===== src/rtl/wr_circ_buf_ctrl_if.sv =====
// Handshake, header and datapath strobe/status bundle between the circular-buffer
// write controller (master) and its source, memory and datapath neighbours (slave).
interface wr_circ_buf_ctrl_if #(
  parameter int MSG_DATA_SIZE_WIDTH = 16
);
  logic                           src_wr_buf_req_val;
  logic [MSG_DATA_SIZE_WIDTH-1:0] src_wr_buf_req_size;
  logic                           wr_buf_src_req_rdy;
  logic                           src_wr_buf_req_data_val;
  logic                           wr_buf_src_req_data_rdy;
  logic                           wr_buf_wr_mem_req_val;
  logic                           wr_mem_wr_buf_req_rdy;
  logic                           wr_buf_wr_mem_req_data_val;
  logic                           wr_mem_wr_buf_req_data_rdy;
  logic                           wr_mem_wr_buf_resp_val;
  logic                           wr_buf_wr_mem_resp_rdy;
  logic                           wr_buf_src_req_done_val;
  logic                           src_wr_buf_req_done_rdy;
  logic                           store_req_metadata;
  logic                           update_wr_req_metadata;
  logic                           init_curr_req_rem_bytes;
  logic                           update_curr_req_rem_bytes;
  logic                           store_save_reg;
  logic                           store_save_reg_shift;
  logic                           clear_save_reg_shift;
  logic                           split_req;
  logic                           save_reg_has_unused;
  logic                           datap_ctrl_need_input;
  logic                           wr_buf_wr_mem_req_data_last;

  modport master (
    input  src_wr_buf_req_val, src_wr_buf_req_size, src_wr_buf_req_data_val,
           wr_mem_wr_buf_req_rdy, wr_mem_wr_buf_req_data_rdy, wr_mem_wr_buf_resp_val,
           src_wr_buf_req_done_rdy, split_req, save_reg_has_unused,
           datap_ctrl_need_input, wr_buf_wr_mem_req_data_last,
    output wr_buf_src_req_rdy, wr_buf_src_req_data_rdy, wr_buf_wr_mem_req_val,
           wr_buf_wr_mem_req_data_val, wr_buf_wr_mem_resp_rdy, wr_buf_src_req_done_val,
           store_req_metadata, update_wr_req_metadata, init_curr_req_rem_bytes,
           update_curr_req_rem_bytes, store_save_reg, store_save_reg_shift,
           clear_save_reg_shift
  );

  modport slave (
    output src_wr_buf_req_val, src_wr_buf_req_size, src_wr_buf_req_data_val,
           wr_mem_wr_buf_req_rdy, wr_mem_wr_buf_req_data_rdy, wr_mem_wr_buf_resp_val,
           src_wr_buf_req_done_rdy, split_req, save_reg_has_unused,
           datap_ctrl_need_input, wr_buf_wr_mem_req_data_last,
    input  wr_buf_src_req_rdy, wr_buf_src_req_data_rdy, wr_buf_wr_mem_req_val,
           wr_buf_wr_mem_req_data_val, wr_buf_wr_mem_resp_rdy, wr_buf_src_req_done_val,
           store_req_metadata, update_wr_req_metadata, init_curr_req_rem_bytes,
           update_curr_req_rem_bytes, store_save_reg, store_save_reg_shift,
           clear_save_reg_shift
  );
endinterface


===== src/rtl/wr_circ_buf_ctrl.sv =====
// Control FSM sequencing one source request into a circular buffer: one memory
// write, or two when the write wraps past the buffer end.
module wr_circ_buf_ctrl #(
  parameter int BUF_PTR_W = 12
) (
  input  logic                clk,
  input  logic                rst_n,
  wr_circ_buf_ctrl_if.master  bus
);

  if (BUF_PTR_W < 1) begin : g_ptr_w_check
    $error("wr_circ_buf_ctrl: BUF_PTR_W must be at least 1");
  end

  // IDLE: take header | MEM_REQ: issue write | DATA: stream beats | WAIT_RESP: await write ack | DONE: report completion
  typedef enum logic [2:0] {
    IDLE      = 3'd0,
    MEM_REQ   = 3'd1,
    DATA      = 3'd2,
    WAIT_RESP = 3'd3,
    DONE      = 3'd4
  } state_t;

  state_t state_q, state_d;
  logic   final_chunk_q, final_chunk_d;
  logic   need_in;
  logic   beat_fire;

  assign need_in = !bus.save_reg_has_unused | !bus.wr_buf_wr_mem_req_data_last |
                   bus.datap_ctrl_need_input;

  always_ff @(posedge clk or negedge rst_n) begin
    if (!rst_n) begin
      state_q       <= IDLE;
      final_chunk_q <= 1'b0;
    end else begin
      state_q       <= state_d;
      final_chunk_q <= final_chunk_d;
    end
  end

  always_comb begin
    state_d                        = state_q;
    final_chunk_d                  = final_chunk_q;
    beat_fire                      = 1'b0;
    bus.wr_buf_src_req_rdy         = 1'b0;
    bus.wr_buf_src_req_data_rdy    = 1'b0;
    bus.wr_buf_wr_mem_req_val      = 1'b0;
    bus.wr_buf_wr_mem_req_data_val = 1'b0;
    bus.wr_buf_wr_mem_resp_rdy     = 1'b0;
    bus.wr_buf_src_req_done_val    = 1'b0;
    bus.store_req_metadata         = 1'b0;
    bus.update_wr_req_metadata     = 1'b0;
    bus.init_curr_req_rem_bytes    = 1'b0;
    bus.update_curr_req_rem_bytes  = 1'b0;
    bus.store_save_reg             = 1'b0;
    bus.store_save_reg_shift       = 1'b0;
    bus.clear_save_reg_shift       = 1'b0;

    case (state_q)
      IDLE: begin
        bus.wr_buf_src_req_rdy = 1'b1;
        if (bus.src_wr_buf_req_val) begin
          bus.store_req_metadata   = 1'b1;
          bus.clear_save_reg_shift = 1'b1;
          state_d = (bus.src_wr_buf_req_size == '0) ? DONE : MEM_REQ;
        end
      end
      MEM_REQ: begin
        bus.wr_buf_wr_mem_req_val = 1'b1;
        if (bus.wr_mem_wr_buf_req_rdy) begin
          bus.init_curr_req_rem_bytes = 1'b1;
          bus.update_wr_req_metadata  = 1'b1;
          final_chunk_d = !bus.split_req;
          state_d       = DATA;
        end
      end
      DATA: begin
        // When the save register alone can finish the chunk, the beat goes out without a source line.
        bus.wr_buf_wr_mem_req_data_val = need_in ? bus.src_wr_buf_req_data_val : 1'b1;
        bus.wr_buf_src_req_data_rdy    = need_in & bus.src_wr_buf_req_data_val &
                                         bus.wr_mem_wr_buf_req_data_rdy;
        beat_fire = bus.wr_buf_wr_mem_req_data_val & bus.wr_mem_wr_buf_req_data_rdy;
        if (beat_fire) begin
          bus.update_curr_req_rem_bytes = 1'b1;
          bus.store_save_reg            = need_in;
          if (bus.wr_buf_wr_mem_req_data_last) begin
            bus.store_save_reg_shift = !final_chunk_q;
            bus.clear_save_reg_shift = final_chunk_q;
            state_d = WAIT_RESP;
          end
        end
      end
      WAIT_RESP: begin
        bus.wr_buf_wr_mem_resp_rdy = 1'b1;
        if (bus.wr_mem_wr_buf_resp_val) begin
          state_d = final_chunk_q ? DONE : MEM_REQ;
        end
      end
      DONE: begin
        bus.wr_buf_src_req_done_val = 1'b1;
        if (bus.src_wr_buf_req_done_rdy) begin
          state_d = IDLE;
        end
      end
      default: state_d = IDLE;
    endcase
  end

endmodule


===== src/flat_wrapper.sv =====
// flat-port wrapper written by rule: the top's interface ports become plain ports
module wr_circ_buf_ctrl_flat 
#(
  parameter int BUF_PTR_W = 12
)
  (clk, rst_n, bus_src_wr_buf_req_val, bus_src_wr_buf_req_size, bus_src_wr_buf_req_data_val, bus_wr_mem_wr_buf_req_rdy, bus_wr_mem_wr_buf_req_data_rdy, bus_wr_mem_wr_buf_resp_val, bus_src_wr_buf_req_done_rdy, bus_split_req, bus_save_reg_has_unused, bus_datap_ctrl_need_input, bus_wr_buf_wr_mem_req_data_last, bus_wr_buf_src_req_rdy, bus_wr_buf_src_req_data_rdy, bus_wr_buf_wr_mem_req_val, bus_wr_buf_wr_mem_req_data_val, bus_wr_buf_wr_mem_resp_rdy, bus_wr_buf_src_req_done_val, bus_store_req_metadata, bus_update_wr_req_metadata, bus_init_curr_req_rem_bytes, bus_update_curr_req_rem_bytes, bus_store_save_reg, bus_store_save_reg_shift, bus_clear_save_reg_shift);
  wr_circ_buf_ctrl_if bus_i ();
  input  logic clk;
  input  logic rst_n;
  input wire logic [$bits(bus_i.src_wr_buf_req_val)-1:0] bus_src_wr_buf_req_val;
  input wire logic [$bits(bus_i.src_wr_buf_req_size)-1:0] bus_src_wr_buf_req_size;
  input wire logic [$bits(bus_i.src_wr_buf_req_data_val)-1:0] bus_src_wr_buf_req_data_val;
  input wire logic [$bits(bus_i.wr_mem_wr_buf_req_rdy)-1:0] bus_wr_mem_wr_buf_req_rdy;
  input wire logic [$bits(bus_i.wr_mem_wr_buf_req_data_rdy)-1:0] bus_wr_mem_wr_buf_req_data_rdy;
  input wire logic [$bits(bus_i.wr_mem_wr_buf_resp_val)-1:0] bus_wr_mem_wr_buf_resp_val;
  input wire logic [$bits(bus_i.src_wr_buf_req_done_rdy)-1:0] bus_src_wr_buf_req_done_rdy;
  input wire logic [$bits(bus_i.split_req)-1:0] bus_split_req;
  input wire logic [$bits(bus_i.save_reg_has_unused)-1:0] bus_save_reg_has_unused;
  input wire logic [$bits(bus_i.datap_ctrl_need_input)-1:0] bus_datap_ctrl_need_input;
  input wire logic [$bits(bus_i.wr_buf_wr_mem_req_data_last)-1:0] bus_wr_buf_wr_mem_req_data_last;
  output wire logic [$bits(bus_i.wr_buf_src_req_rdy)-1:0] bus_wr_buf_src_req_rdy;
  output wire logic [$bits(bus_i.wr_buf_src_req_data_rdy)-1:0] bus_wr_buf_src_req_data_rdy;
  output wire logic [$bits(bus_i.wr_buf_wr_mem_req_val)-1:0] bus_wr_buf_wr_mem_req_val;
  output wire logic [$bits(bus_i.wr_buf_wr_mem_req_data_val)-1:0] bus_wr_buf_wr_mem_req_data_val;
  output wire logic [$bits(bus_i.wr_buf_wr_mem_resp_rdy)-1:0] bus_wr_buf_wr_mem_resp_rdy;
  output wire logic [$bits(bus_i.wr_buf_src_req_done_val)-1:0] bus_wr_buf_src_req_done_val;
  output wire logic [$bits(bus_i.store_req_metadata)-1:0] bus_store_req_metadata;
  output wire logic [$bits(bus_i.update_wr_req_metadata)-1:0] bus_update_wr_req_metadata;
  output wire logic [$bits(bus_i.init_curr_req_rem_bytes)-1:0] bus_init_curr_req_rem_bytes;
  output wire logic [$bits(bus_i.update_curr_req_rem_bytes)-1:0] bus_update_curr_req_rem_bytes;
  output wire logic [$bits(bus_i.store_save_reg)-1:0] bus_store_save_reg;
  output wire logic [$bits(bus_i.store_save_reg_shift)-1:0] bus_store_save_reg_shift;
  output wire logic [$bits(bus_i.clear_save_reg_shift)-1:0] bus_clear_save_reg_shift;
  assign bus_i.src_wr_buf_req_val = bus_src_wr_buf_req_val;
  assign bus_i.src_wr_buf_req_size = bus_src_wr_buf_req_size;
  assign bus_i.src_wr_buf_req_data_val = bus_src_wr_buf_req_data_val;
  assign bus_i.wr_mem_wr_buf_req_rdy = bus_wr_mem_wr_buf_req_rdy;
  assign bus_i.wr_mem_wr_buf_req_data_rdy = bus_wr_mem_wr_buf_req_data_rdy;
  assign bus_i.wr_mem_wr_buf_resp_val = bus_wr_mem_wr_buf_resp_val;
  assign bus_i.src_wr_buf_req_done_rdy = bus_src_wr_buf_req_done_rdy;
  assign bus_i.split_req = bus_split_req;
  assign bus_i.save_reg_has_unused = bus_save_reg_has_unused;
  assign bus_i.datap_ctrl_need_input = bus_datap_ctrl_need_input;
  assign bus_i.wr_buf_wr_mem_req_data_last = bus_wr_buf_wr_mem_req_data_last;
  assign bus_wr_buf_src_req_rdy = bus_i.wr_buf_src_req_rdy;
  assign bus_wr_buf_src_req_data_rdy = bus_i.wr_buf_src_req_data_rdy;
  assign bus_wr_buf_wr_mem_req_val = bus_i.wr_buf_wr_mem_req_val;
  assign bus_wr_buf_wr_mem_req_data_val = bus_i.wr_buf_wr_mem_req_data_val;
  assign bus_wr_buf_wr_mem_resp_rdy = bus_i.wr_buf_wr_mem_resp_rdy;
  assign bus_wr_buf_src_req_done_val = bus_i.wr_buf_src_req_done_val;
  assign bus_store_req_metadata = bus_i.store_req_metadata;
  assign bus_update_wr_req_metadata = bus_i.update_wr_req_metadata;
  assign bus_init_curr_req_rem_bytes = bus_i.init_curr_req_rem_bytes;
  assign bus_update_curr_req_rem_bytes = bus_i.update_curr_req_rem_bytes;
  assign bus_store_save_reg = bus_i.store_save_reg;
  assign bus_store_save_reg_shift = bus_i.store_save_reg_shift;
  assign bus_clear_save_reg_shift = bus_i.clear_save_reg_shift;
  wr_circ_buf_ctrl #(.BUF_PTR_W(BUF_PTR_W)) u_core (.clk(clk), .rst_n(rst_n), .bus(bus_i));
endmodule

===== config.mk =====
export PLATFORM = sky130hd
export DESIGN_NAME = wr_circ_buf_ctrl_flat
export DESIGN_NICKNAME = d
export VERILOG_FILES = /design/src/rtl/wr_circ_buf_ctrl_if.sv /design/src/rtl/wr_circ_buf_ctrl.sv /design/src/flat_wrapper.sv
export SDC_FILE = /design/constraint.sdc
export NUM_CORES = 1
export LEC_CHECK = 0
export CAP_MARGIN = 20
export CORE_UTILIZATION = 27
export CTS_CLUSTER_SIZE = 40
export DETAILED_ROUTE_END_ITERATION = 6
export PLACE_DENSITY = 0.79
export SLEW_MARGIN = 10
export SYNTH_ARGS = -nofsm -noshare
export SYNTH_HDL_FRONTEND = slang
export SYNTH_SLANG_ARGS = --single-unit

===== constraint.sdc =====
create_clock -name clk -period 1.3 [get_ports clk]
set_input_delay 0.195 -clock clk [delete_from_list [all_inputs] [get_ports clk]]
set_output_delay 0.195 -clock clk [all_outputs]
set_load 0.01 [all_outputs]

# Word-level counts from Yosys, hierarchy flattened

Cells that the tools add are included.

$add $sub $neg: 0
Multiply operators: 0
Div/mod/pow operators: 0
$lt $le $gt $ge: 0
Equal/unequal tests: 10
Shift operators: 0
Mux-type cells: 30
Bitwise operators: 5
Reductions and logical operators: 8

Operator list:

| operator                                             | count |
|---|---|
| two-way mux 3 bit                                    | 8 |
| two-way mux 1 bit                                    | 20 |
| logical NOT 16 bit                                   | 1 |
| one-hot mux 3 bit (5 select lines)                   | 1 |
| != test 2 bit (second input constant)                | 5 |
| equality test 3 x 2 -> 1 bit (second input constant) | 2 |
| AND reduction 6 bit                                  | 1 |
| logical NOT 1 bit                                    | 4 |
| bitwise AND 1 bit                                    | 3 |
| equality test 3 x 1 -> 1 bit (second input constant) | 1 |
| equality test 3 bit (second input constant)          | 1 |
| logical NOT 3 bit                                    | 1 |
| != test 2 x 1 -> 1 bit (second input constant)       | 1 |
| OR 1 bit                                             | 2 |
| one-hot mux 1 bit (2 select lines)                   | 1 |
| AND reduction 2 bit                                  | 1 |

Bits in registers: 4
Bits in latches: 0
RAM bits: 0
ROM bits: 0
Bits of input ports: 28
Output and inout port bits: 13
Memories kept: 0

# Longest topological paths before layout

Gate-level depths: netlist (run 1).

Depth after elaboration: 7
Depth in mapped cells: 4
Gate-level depth less buffers: 4

# Least setup slack after synthesis (run 1)

Ideal clock, no wire load.

Path kind: reg-to-output
Start point: register u_core.state_q[1]
End point: output bus_store_save_reg
Arrival time: 1.114 ns
Required time: 1.105 ns
Setup slack: -0.009 ns
Stages on the path, launching flop included: 5
Buffers on the path: 1
Cell sequence: dfrtp_1 buf_6 nor3b_2 nand2_1 a211oi_1

Cells in the longest elaborated chain, start to end: 2

RTL lines:

| element                      | line                   | text |
|---|---|---|
| from (decl)                  | wr_circ_buf_ctrl.sv:24 | `state_t state_q, state_d;` |
| from (signal assigned)       | wr_circ_buf_ctrl.sv:37 | `state_q <= state_d;` |
| equality test 3 x 2 -> 1 bit | wr_circ_buf_ctrl.sv:60 | `case (state_q)` |
| two-way mux 1 bit            | wr_circ_buf_ctrl.sv:60 |  |
| to (decl)                    | flat_wrapper.sv:31     | `output wire logic [$bits(bus_i.store_save_reg)-1:0] bus_store_save_reg;` |

Every way passes these cells.

# Worst setup path in the final report (run 1)

Start point: register u_core.state_q[0]
End point: output bus_update_curr_req_rem_bytes

Cells in the longest elaborated chain, start to end: 2

RTL lines:

| element                      | line                   | text |
|---|---|---|
| equality test 3 x 2 -> 1 bit | wr_circ_buf_ctrl.sv:60 |  |
| two-way mux 1 bit            | wr_circ_buf_ctrl.sv:60 |  |
| to (decl)                    | flat_wrapper.sv:30     | `output wire logic [$bits(bus_i.update_curr_req_rem_bytes)-1:0] bus_update_curr_req_rem_bytes;` |

Every way passes these cells.

==> results of run 1 <==
## through the flow
stage          setup WS (ps)  setup TNS, ps
2_1_floorplan          -8.77          -17.5
3_3_place_gp            -686          -6000
3_5_place_dp            -806          -6460
4_1_cts                 -244          -1830
5_1_grt                 -325          -3350
6_report                -241          -2140
## cells by family (layout without fill, tap and decap cells)
group | after synthesis | count (layout) | synth area share, %
AO/OA/AOI/OAI | 10 | 10 | 20.2
AND/OR/NAND/NOR | 29 | 29 | 45.9
flip-flops | 4 | 4 | 26.1
buffers and inverters | 5 | 73 | 7.82
## cells in the mapped netlist, types with 2 or more instances
| library cell | instances | area (sq um) |
|---|---|---|
| nand2b_1 | 3 | 18.8 |
| nor2_1 | 7 | 26.3 |
| a211oi_1 | 2 | 15.0 |
| a21oi_1 | 2 | 10.0 |
| nor4_1 | 4 | 25.0 |
| nand2_1 | 3 | 11.3 |
| dfrtp_1 | 4 | 100 |
| nor3b_1 | 3 | 22.5 |
| inv_1 | 2 | 7.51 |
## power by group
group / leakage [nW] / switching [W] / internal, W
logic: 0.461 / 0.000536 / 0.000740
registers: 0.0477 / 0.0000579 / 0.000180
clock network: 0.0138 / 0.0000457 / 0.000103
total: 0.523 / 0.000640 / 0.00102
## timing repair
item,in CTS,in global routing
cloned,0,0
gates resized for setup,74,14
pin swaps,9,7
setup buffers,4,5
setup endpoints to repair,14,16
endpoints found under the hold margin,0,0
## per-layer routing
layer  vias to the layer above  GRT usage, %
li1                        317             -
met2                        22          43.4
met5                         -             0
met4                         0          14.7
met3                         2          5.68
met1                       300          23.5
## sequential cells by signal, indices dropped and copies added (netlist names)
| signal | cells |
|---|---|
| u_core.final_chunk_q | 1 |
| u_core.state_q | 3 |
## worst min path at each step
stage | from | end | slack, ps | cells past startpoint
floorplan | rst_n | u_core.final_chunk_q | -100 | 0
global placement | rst_n | u_core.state_q[2] | 400 | 1
detailed placement | rst_n | u_core.state_q[1] | 400 | 1
CTS | rst_n | u_core.state_q[1] | 150 | 1
global route | rst_n | u_core.final_chunk_q | 160 | 1
finish | rst_n | u_core.final_chunk_q | 160 | 1
## layout make-up
| type | instances | area [sq um] | share of cell area, % |
|---|---|---|---|
| repair buffers | 67 | 589 | 54.3 |
| multi-input cells | 39 | 343 | 31.6 |
| flip-flops and latches | 4 | 101 | 9.33 |
| clock buffers | 3 | 22.5 | 2.07 |
| well taps | 15 | 18.8 | 1.73 |
| inverters | 3 | 11.3 | 1.04 |
==> out/results.tsv, run 1 <==
stage	metric	value	unit
outcome	status	complete, but fails checks	
outcome	violations	setup timing	
cells_and_area	final_core_util	82.4	%
cts	cts_tree	yes	
timing	max_freq	649	MHz
synthesis	synth_cell_types	27	
synthesis	synthCells	48	
setup_path	max_stage_delay	410	ps
synthesis	synth_warnings	0	
setup_path	end_kind	primary output	
setup_path	ff2ff_path_depth	7	
placement	place_congestion	0.831	
setup_path	r2r_end	u_core.final_chunk_q	
timing	finalCritPeriodShare	119	%
pwr	p_per_area	1530	nW/um^2
route	viasPerCell	4.89	
route	dr_wl_met2	1010	microns
setup_path	cp_max_fo	4	
setup_path	critical_path_class	reg2out	
timing	worst_pin_slew	236	ps
cells_and_area	area_delta_synth_final	183	%
global_route	grt_pass1_wl	2420	microns
synthesis	ys_ff_latch	4	
floorplanning	die_w	39.7	microns
setup_path	startpoint	u_core.state_q[0]	
timing	slew_violations	0	
setup_path	path_cells	nor3b_2, nand2_2, buf_6, nor2_1, buf_2	
cts	cts_sinks	4	
setup_path	crit_required	1110	ps
timing	fin_crit	1540	ps
cts	ctsHoldBuffers	0	
synthesis	syn_nets	76	
route	met1Wirelength	732	microns
setup_path	cp_top_family	simple AND/OR/NAND/NOR gates	
timing	final-hold-violation-count	0	
floorplanning	initial_utilization	29.2	%
route	top_layer_used	met4	
timing	worst_slack	-241	ps
cells_and_area	final_nets	146	
cells_and_area	final_common_cell	clkdlybuf4s50_1	
route	drt-total-wl	1850	microns
timing	finClkSkew	0.340	ps
placement	dpl-instance-area	920	sq um
route	num_vias	641	
route	wire_per_inst	14.1	microns
synthesis	synth_edf_count	0	
placement	dp_cells	119	
flow_run	cap_violations	0	
cells_and_area	fill_cells	86	
synthesis	async_reset_ff_share	100	%
placement	hpwl	1220	microns
hold_path	hp-class	in2async	
route	drt-initial-drc-count	10	
synthesis	yosysSeqAreaShare	26.1	%
setup_path	cp.depth	5	
global_route	overflow	0	
cells_and_area	diodes	0	
cts	clk_latency	230	ps
global_route	grt_pass1_vias	598	
floorplanning	design.die.area	1580	sq um
route	drc	0	
pwr	ir_drop	0.00114	V
setup_path	critPathBufInv	2	
floorplanning	rows	13	
timing	relSlewSlack	84.2	%
timing	setup_viol	16	
cells_and_area	drive_gt1_share	56.9	%
synthesis	ys.flop_type	dfrtp_1	
route	drt-pass1-iter-count	4	
setup_path	crit_end	bus_update_curr_req_rem_bytes	
floorplanning	pin_count	41	
setup_path	r2r_start	u_core.state_q[0]	
cells_and_area	final_cells	131	
pwr	power	0.00166	W
setup_path	cp_slowest_cell	dfrtp_1	
cts	clockBufferDepth	2	
cts	htreeDepth	1	
timing	rsz0062_at_grt	yes	
floorplanning	die_h	39.7	microns
setup_path	cp-start-kind	flop	
global_route	grtUsageTotal	23.8	%
cts	cts_root_buffer	clkbuf_4	
route	route.antenna.remaining_nets	0	
setup_path	worstPathArrival	1350	ps
cells_and_area	layout_common_cells	clkdlybuf4s50_1 (23), buf_4 (20), buf_2 (10), buf_6 (10), nor2_1 (4)	
synthesis	syn_area_per_cell	8.00	sq um
cells_and_area	postLayoutCellArea	1090	sq um
route	wl_met3	102	microns
global_route	grt_max_degree	9	
pwr	cellLeakagePower	0.523	nW
synthesis	synth.cell_area	384	sq um
floorplanning	core	1320	sq um
placement	io_buffers	40	
global_route	antenna_found_initial	0	
setup_path	r2r_setup_slack	-100	ps
cts	cts_buffers	3	
timing	whs	165	ps
cts	path_clk_slew	40	ps
Power figures use the tool's default switching activity.
==> run 2: changes to the inputs <==
Settings changed: ABC_CLOCK_PERIOD_IN_PS set to 1300, SLEW_MARGIN 10 to unset.
==> results of run 2 <==
Same layout as run 1: the final DEF is identical, and so are final timing and power.
